$ cat src/rtl/vga_pkg.sv
// rtl/vga_pkg.sv - 640x480@60 timing constants, colour struct and test-bar lookup
package vga_pkg;

    localparam int unsigned H_VISIBLE = 640;
    localparam int unsigned H_FRONT   = 16;
    localparam int unsigned H_SYNC    = 96;
    localparam int unsigned H_BACK    = 48;
    localparam int unsigned V_VISIBLE = 480;
    localparam int unsigned V_FRONT   = 10;
    localparam int unsigned V_SYNC    = 2;
    localparam int unsigned V_BACK    = 33;

    localparam int unsigned H_TOTAL      = H_VISIBLE + H_FRONT + H_SYNC + H_BACK;
    localparam int unsigned V_TOTAL      = V_VISIBLE + V_FRONT + V_SYNC + V_BACK;
    localparam int unsigned H_SYNC_START = H_VISIBLE + H_FRONT;
    localparam int unsigned H_SYNC_END   = H_SYNC_START + H_SYNC - 1;
    localparam int unsigned V_SYNC_START = V_VISIBLE + V_FRONT;
    localparam int unsigned V_SYNC_END   = V_SYNC_START + V_SYNC - 1;

    typedef struct packed {
        logic [7:0] r;
        logic [7:0] g;
        logic [7:0] b;
    } rgb_t;

    // Eight 80-pixel bars: white, yellow, cyan, green, magenta, red, blue, black
    function automatic rgb_t bar_colour(input logic [9:0] x);
        rgb_t c;
        if (x < 10'd80)       c = '{8'hFF, 8'hFF, 8'hFF};
        else if (x < 10'd160) c = '{8'hFF, 8'hFF, 8'h00};
        else if (x < 10'd240) c = '{8'h00, 8'hFF, 8'hFF};
        else if (x < 10'd320) c = '{8'h00, 8'hFF, 8'h00};
        else if (x < 10'd400) c = '{8'hFF, 8'h00, 8'hFF};
        else if (x < 10'd480) c = '{8'hFF, 8'h00, 8'h00};
        else if (x < 10'd560) c = '{8'h00, 8'h00, 8'hFF};
        else                  c = '{8'h00, 8'h00, 8'h00};
        return c;
    endfunction

endpackage

$ cat src/rtl/vga_counter.sv
// rtl/vga_counter.sv - mod-N counter with enable and same-cycle wrap pulse
module vga_counter #(
    parameter int unsigned N = 800,
    parameter int unsigned W = 10
) (
    input  logic         clk,
    input  logic         rst_n,
    input  logic         i_en,
    output logic [W-1:0] o_count,
    output logic         o_wrap
);

    logic [W-1:0] r_count;

    assign o_count = r_count;
    assign o_wrap  = i_en && (r_count == W'(N - 1));

    always_ff @(posedge clk or negedge rst_n) begin
        if (!rst_n) begin
            r_count <= '0;
        end else if (i_en) begin
            r_count <= o_wrap ? '0 : r_count + W'(1);
        end
    end

endmodule

$ cat src/rtl/vga_timing_gen.sv
// rtl/vga_timing_gen.sv - VGA timing, sync/blank decode and registered colour output
// Optional colour bars via VGA_TIMING_TEST_PATTERN_EN.
module vga_timing_gen
    import vga_pkg::*;
#(
    parameter int unsigned P_V_VISIBLE = V_VISIBLE,
    parameter int unsigned P_V_FRONT   = V_FRONT,
    parameter int unsigned P_V_SYNC    = V_SYNC,
    parameter int unsigned P_V_BACK    = V_BACK
) (
    input  logic       clk,
    input  logic       rst_n,
    input  logic [7:0] r_in,
    input  logic [7:0] g_in,
    input  logic [7:0] b_in,
    input  logic       test_pattern,
    output logic [9:0] x,
    output logic [9:0] y,
    output logic       vga_clk,
    output logic       hsync_n,
    output logic       vsync_n,
    output logic       blank_n,
    output logic [7:0] r,
    output logic [7:0] g,
    output logic [7:0] b,
    output logic       vblank,
    output logic       frame_start
);

    localparam int unsigned L_V_TOTAL    = P_V_VISIBLE + P_V_FRONT + P_V_SYNC + P_V_BACK;
    localparam int unsigned L_V_SYNC_BEG = P_V_VISIBLE + P_V_FRONT;
    localparam int unsigned L_V_SYNC_END = L_V_SYNC_BEG + P_V_SYNC - 1;

    logic       r_div;
    logic       r_hsync_n;
    logic       r_vsync_n;
    logic       r_blank_n;
    logic       r_frame_start;
    rgb_t       r_rgb;

    logic       w_pe;
    logic [9:0] w_x;
    logic [9:0] w_y;
    logic       w_h_wrap;
    logic       w_v_wrap;
    logic       w_hs_raw;
    logic       w_vs_raw;
    logic       w_act;
    rgb_t       w_src;
    rgb_t       w_pix;

    // Counters and outputs move on the edge where div falls, i.e. vga_clk falling
    assign w_pe = r_div;

    always_ff @(posedge clk or negedge rst_n) begin
        if (!rst_n) r_div <= 1'b0;
        else        r_div <= !r_div;
    end

    vga_counter #(.N(H_TOTAL), .W(10)) u_h_cnt (
        .clk     (clk),
        .rst_n   (rst_n),
        .i_en    (w_pe),
        .o_count (w_x),
        .o_wrap  (w_h_wrap)
    );

    vga_counter #(.N(L_V_TOTAL), .W(10)) u_v_cnt (
        .clk     (clk),
        .rst_n   (rst_n),
        .i_en    (w_h_wrap),
        .o_count (w_y),
        .o_wrap  (w_v_wrap)
    );

    assign w_hs_raw = !((w_x >= 10'(H_SYNC_START)) && (w_x <= 10'(H_SYNC_END)));
    assign w_vs_raw = !((w_y >= 10'(L_V_SYNC_BEG)) && (w_y <= 10'(L_V_SYNC_END)));
    assign w_act    = (w_x < 10'(H_VISIBLE)) && (w_y < 10'(P_V_VISIBLE));

`ifdef VGA_TIMING_TEST_PATTERN_EN
    assign w_src = test_pattern ? bar_colour(w_x) : rgb_t'({r_in, g_in, b_in});
`else
    logic w_unused_test_pattern;
    assign w_unused_test_pattern = test_pattern;
    assign w_src = rgb_t'({r_in, g_in, b_in});
`endif

    assign w_pix = w_act ? w_src : rgb_t'('0);

    always_ff @(posedge clk or negedge rst_n) begin
        if (!rst_n) begin
            r_hsync_n     <= 1'b1;
            r_vsync_n     <= 1'b1;
            r_blank_n     <= 1'b0;
            r_rgb         <= '0;
            r_frame_start <= 1'b0;
        end else begin
            r_frame_start <= w_v_wrap;
            if (w_pe) begin
                r_hsync_n <= w_hs_raw;
                r_vsync_n <= w_vs_raw;
                r_blank_n <= w_act;
                r_rgb     <= w_pix;
            end
        end
    end

    assign x           = w_x;
    assign y           = w_y;
    assign vga_clk     = r_div;
    assign hsync_n     = r_hsync_n;
    assign vsync_n     = r_vsync_n;
    assign blank_n     = r_blank_n;
    assign r           = r_rgb.r;
    assign g           = r_rgb.g;
    assign b           = r_rgb.b;
    assign vblank      = (w_y >= 10'(P_V_VISIBLE));
    assign frame_start = r_frame_start;

endmodule

$ cat config.mk
export PLATFORM = sky130hd
export DESIGN_NAME = vga_timing_gen
export DESIGN_NICKNAME = d
export VERILOG_FILES = /design/src/rtl/vga_pkg.sv /design/src/rtl/vga_counter.sv /design/src/rtl/vga_timing_gen.sv
export SDC_FILE = /design/constraint.sdc
export NUM_CORES = 1
export LEC_CHECK = 0
export ABC_AREA = 1
export ABC_CLOCK_PERIOD_IN_PS = 2400
export CAP_MARGIN = 40
export CORE_UTILIZATION = 49
export DETAILED_ROUTE_END_ITERATION = 8
export PLACE_DENSITY = 0.91
export SETUP_SLACK_MARGIN = 0.1
export SLEW_MARGIN = 20
export SYNTH_ARGS = -nofsm -noshare
export SYNTH_HDL_FRONTEND = slang
export SYNTH_SLANG_ARGS = --single-unit
$ cat constraint.sdc
create_clock -name clk -period 2.4 [get_ports clk]
set_input_delay 0.48 -clock clk [delete_from_list [all_inputs] [get_ports clk]]
set_output_delay 0.48 -clock clk [all_outputs]
set_load 0.02 [all_outputs]
* Word level (Yosys, flattened, before mapping)
Index checks and enable logic that the tools add are counted.
** Cells by class
- Order comparisons :: 7
- Multiplexer cells :: 3
- Add/subtract/negate cells :: 2
- Equality and inequality tests :: 2
- Div/mod/pow operators :: 0
- Bitwise operators :: 0
- Multiply operators :: 0
- Shift-type cells :: 0
- Reduce and logical (&&, ||, !) cells :: 8
** Operators by type and width (count)
- 2-to-1 mux 24 bit :: 1
- adder 10 x 1 -> 10 bit (second input constant) :: 2
- == test 10 bit (second input constant) :: 2
- >= comparator 10 x 9 -> 1 bit (second input constant) :: 2
- 2-to-1 mux 10 bit :: 2
- >= comparator 10 bit (second input constant) :: 1
- less-or-equal comparator 10 bit (second input constant) :: 1
- less-or-equal comparator 10 x 9 -> 1 bit (second input constant) :: 1
- less-than comparator 10 bit (second input constant) :: 1
- less-than comparator 10 x 9 -> 1 bit (second input constant) :: 1
- logical AND 1 bit :: 5
- logical NOT 1 bit :: 3
** Word-level totals
- ROM bits :: 0
- Register bits :: 49
- Word-level logic and storage cells :: 32
- Memories :: 0
- Output and inout bits :: 50
- Input port bits :: 27
- Bits in latches :: 0
- Memory bits (writable) :: 0

* Depth between registers and ports, before layout
Gate-level depths: netlist of the first run.
- Depth in word-level cells :: 4
- Gate-level depth with buffers :: 9
- Mapped depth without buffers :: 9

* Cells and area by module
From an unflattened synthesis of the first run, not the netlist that was laid out.
** Second synthesis, totals
- Cells, all modules :: 317
- Area total of the unflattened synthesis :: 2547.4 µm²
** By module, submodules not included
- vga_timing_gen :: area an instance 1301.2 µm², cells each 140, seq. area each 728.2 µm², instances 1
- vga_counter (u_h_cnt) :: area an instance 634.4 µm², cells each 89, seq. area each 250.2 µm², instances 1
- vga_counter (u_v_cnt) :: area an instance 611.8 µm², cells each 88, seq. area each 250.2 µm², instances 1

* Worst setup path after synthesis of the first run
Ideal clock, no wire load.
- Path kind :: reg2out
- Start point :: register u_v_cnt.r_count[5], in the netlist u_v_cnt.o_count[5]
- End point :: output port vblank
- Data arrival time :: 1018 ps
- Slack :: 902 ps
- Required time :: 1920 ps
- Path buffers :: 1
- Cell stages (with the launch flop) :: 6
- Cell sequence :: dfrtp_1 buf_6 nand2_1 nor2_1 nor2_2 inv_1
** On the way
- Cells in the longest elaborated chain, start to end :: 1
** Ends and longest elaborated chain
- start, declared :: line vga_counter.sv:13 : logic [W-1:0] r_count;
- start signal, assigned :: line vga_counter.sv:22 : r_count <= o_wrap ? '0 : r_count + W'(1);
- >= comparator 10 x 9 -> 1 bit :: line vga_timing_gen.sv:117 : assign vblank = (w_y >= 10'(P_V_VISIBLE));
- end, declared :: line vga_timing_gen.sv:26 : output logic vblank,
No other way between the ends.

* Worst setup path in the final report of the first run
- Start point :: register r_div, in the netlist vga_clk
- End point :: output port vga_clk
** RTL lines
- start, declared :: line vga_timing_gen.sv:34 : logic r_div;
- start signal, assigned :: line vga_timing_gen.sv:57 : else r_div <= !r_div;
- end, declared :: line vga_timing_gen.sv:19 : output logic vga_clk,
No word-level cell between the ends.

==> flow_results.org, run 1 <==
** Die
- IO Pins :: 77
- Effective utilization at floorplan :: 0.526
- Area of the die :: 0.00511 sq mm
- The die is 71.5 um tall.
- The die is 71.5 um wide.
- Area of the core region :: 0.00450 sq mm
- Number of standard-cell rows in the floorplan :: 24

** Final layout
- End-of-flow core utilization :: 0.721
- The final layout contains 399 nets.
- Total inserted antenna cells :: 0
- Of the cells placed in the final design, the portion with a size suffix greater than 1 is 0.0654.
- Post-Layout Cell Count :: 419
- The library cell used most frequently in the layout, excluding fill and tap cells, is sky130_fd_sc_hd__nand2_1.
- The filler cells instantiated in the layout total 357.
- In the layout the commonest cells are sky130_fd_sc_hd__nand2_1, sky130_fd_sc_hd__clkdlybuf4s50_1, sky130_fd_sc_hd__dfrtp_1.
- Layout-stage area growth over the synthesis result :: 37.2%

** GRT
- Met1 track demand over resource in global routing :: 0.264
- After global routing, the most crowded layer is met2.
- First-pass GRT wire length :: 8670 um
- Met2 Use GR :: 0.378
- Overall global routing resource usage :: 0.217
- Largest net degree at the start of global routing :: 50
- For met3 alone, demand over resource in global routing was 0.0380.
- Summed over all layers, the global routing overflow is 0.
- The initial antenna violation count is 0.
- The via count of the first global-routing pass is 2069.

** Placement
- Placed Cells :: 412
- Prior to clock tree synthesis, the placed netlist has a worst setup slack of 0.436 ns.
- Detail Placement HPWL :: 3720 um
- At the end of routability-driven placement, the weighted congestion stood at 0.851.
- During placement, the flow inserted port buffers numbering 75.

** Clocking
- Num Clock Sinks :: 49
- # H-tree levels :: 2
- Clock latency on the worst-skew pair :: 0.30 ns
- Maximum count of clock buffers along a single path :: 2
- TritonCTS Buffers :: 5
- Clk slew on worst S/H paths :: 0.09 ns
- In this run the clock root is driven by a sky130_fd_sc_hd__clkbuf_8.
- TritonCTS built the clock tree.

** Synth
- Mapped Area :: 0.00237 sq mm
- Number of warning messages in the yosys log :: 0
- The share of the Yosys chip area taken by registers is 0.519.
- Counting every instance in the synthesized netlist gives 292.
- Mapped Nets :: 324
- The synthesized netlist contains 24 unique library cells.
- In this run, synthesis produced a sequential element count of 49.
- Syn Area/Cell :: 8.11 sq um

** Drt
- In this run, the number of DRC markers left after iteration 0 of detailed routing was 177.
- Summing over every cut layer, the via total after detailed routing is 2130.
- Final routed DRC violation total :: 0
- Using the TritonRoute via totals, the vias-per-cell ratio works out to 5.08.
- For this block, the routed nets add up to 5210 um of wire.
- The first detailed-routing pass took 4 iterations.
- Once detail routing completed, the nets flagged for antenna violations numbered 0.
- In the final routed layout, each cell accounts on average for 12.4 um.

** Pwr
- Dividing total power by cell area gives a power density of 483 mW/mm^2.
- Reported leakage power :: 1.58 nW
- Maximum ir drop on the vdd rail :: 340 uV

** Timing
- The routed design could run at a clock period as short as 2.07 ns.
- Final number of hold-violating endpoints :: 0
- Maximum clock frequency :: 0.483 GHz
- Portion of the clock cycle consumed by the worst path in the final layout :: 0.862
- Final total negative setup slack :: 0 ns
- Worst Skew :: 0.00811 ns
- Worst path setup slack after routing :: 0.331 ns
- Setup violations remaining at the end of the flow were counted as 0.
- The final number of max-transition violations was 0.
- For the pin with the worst max-slew slack, the measured transition is 0.515 ns.
- Setup repair after global routing left no endpoint under its margin.
- The worst pin sits at a relative slew slack of 0.656.

** Critical path
- STA classifies the critical path endpoint as an output pin.
- Worst Path Required :: 1.92 ns
- Ordered list of cells on the worst path :: clkdlybuf4s50_1
- The critical path is of the flip-flop to output pin type.
- Worst-path cell with the longest stage delay :: sky130_fd_sc_hd__clkdlybuf4s50_1
- In this design, the stage delay of the slowest critical-path cell is 0.69 ns.
- Critical-path maximum fanout :: 11
- Buffers & Inverters on Critical Path :: 1
- Data arrives at the worst endpoint at 1.59 ns.
- STA classifies the critical path startpoint as a flip-flop.
- Broken down by cell family, the worst path's largest delay share belongs to buffers and inverters.

** Outcome
- The run finished with clean final reports.

** Worst hold path
- The worst hold path belongs to the class input port to asynchronous set/reset pin.

** Run
- Maxcap violations :: 0
where the power goes:
part | internal, mW | total (mW) | switching (mW)
logic | 0.0794 | 0.144 | 0.0649
clock network | 0.303 | 0.565 | 0.262
registers | 0.846 | 0.857 | 0.0118
total | 1.23 | 1.57 | 0.339
per-stage QoR:
step           power [mW]  cell area, sq um  hold slack (ns)
6_report             1.57              3250            0.154
5_1_grt              1.62              3250            0.163
4_1_cts              1.58              3240            0.160
3_5_place_dp         1.02              3140            0.465
3_3_place_gp         1.02              3140            0.463
2_1_floorplan       0.914              2370            0.184
routing by layer:
metal | vias up | wire length, um
li1 | 1050 | -
met1 | 993 | 2250
met2 | 78 | 2600
met3 | 9 | 281
met4 | 0 | 78
met5 | - | 0
state kept, by name, indices dropped and copies added (netlist names), 8 cells and up:
| name | cells |
|---|---|
| b | 8 |
| g | 8 |
| r | 8 |
| u_h_cnt.o_count | 10 |
| u_v_cnt.o_count | 10 |
logic make-up after synthesis:
| family | share of synthesized area |
|---|---|
| AND/OR/NAND/NOR | 0.307 |
| flip-flops | 0.519 |
| buffers and inverters | 0.0777 |
| AO/OA/AOI/OAI | 0.0481 |
| XOR/XNOR | 0.0222 |
| adder cells (fa/ha/maj) | 0.0264 |
timing repair:
action,in CTS,in global routing
setup buffers,0,0
hold buffers,0,0
gates resized for setup,1,2
setup endpoints to repair,1,1
cell type report:
| cell class | count | area (sq um) | share of cell area |
|---|---|---|---|
| clock buffer | 5 | 68.8 | 0.0212 |
| multi-input combinational | 203 | 957 | 0.295 |
| clock inverter | 2 | 35.0 | 0.0108 |
| inverter | 32 | 123 | 0.0378 |
| tap | 52 | 65.1 | 0.0200 |
| timing repair buffer | 76 | 768 | 0.237 |
| sequential | 49 | 1230 | 0.379 |
final timing paths:
path / depth (start not counted) / start / endpoint / slack [ns]
worst max-delay path: 1 / vga_clk / vga_clk / 0.33
worst min register to register: 2 / b[3] / b[3] / 0.48
worst min-delay path: 2 / rst_n / u_h_cnt.o_count[2] / 0.15
min in group clk: 2 / b[3] / b[3] / 0.48
worst max register to register: 5 / vga_clk / u_h_cnt.o_count[9] / 0.68
max in group asynchronous: 2 / rst_n / vsync_n / 1.97
synthesized netlist by cell type:
library cell               number  area, sq um
sky130_fd_sc_hd__xor2_1         6         52.6
sky130_fd_sc_hd__nand2_2        1         6.26
sky130_fd_sc_hd__nand2_1      110          413
sky130_fd_sc_hd__clkbuf_1       3         11.3
sky130_fd_sc_hd__buf_2          1         5.00
sky130_fd_sc_hd__a21oi_1        7         35.0
sky130_fd_sc_hd__nand3_2        1         10.0
sky130_fd_sc_hd__dfstp_2        2         52.6
sky130_fd_sc_hd__inv_4          1         6.26
sky130_fd_sc_hd__o21ai_0       11         55.1
sky130_fd_sc_hd__nand4_1        7         43.8
sky130_fd_sc_hd__nand3_1       12         60.1
sky130_fd_sc_hd__nor2_4         3         33.8
sky130_fd_sc_hd__nor2_1        28          105
sky130_fd_sc_hd__dfrtp_1       47         1180
sky130_fd_sc_hd__inv_1         31          116
sky130_fd_sc_hd__buf_6          4         45.0
sky130_fd_sc_hd__ha_1           5         62.6
sky130_fd_sc_hd__nor3_1         3         15.0
sky130_fd_sc_hd__a31oi_1        2         12.5
sky130_fd_sc_hd__o21ai_1        1         5.00
sky130_fd_sc_hd__nor3_2         2         20.0
sky130_fd_sc_hd__nor2_2         3         18.8
sky130_fd_sc_hd__o22ai_1        1         6.26
Power figures use the tool's default switching activity.
==> inputs of run 2 (changes only) <==
Settings changed: CAP_MARGIN 40 to 10.
==> results of run 2 <==
Final layout, timing and power as in run 1 (identical DEF).
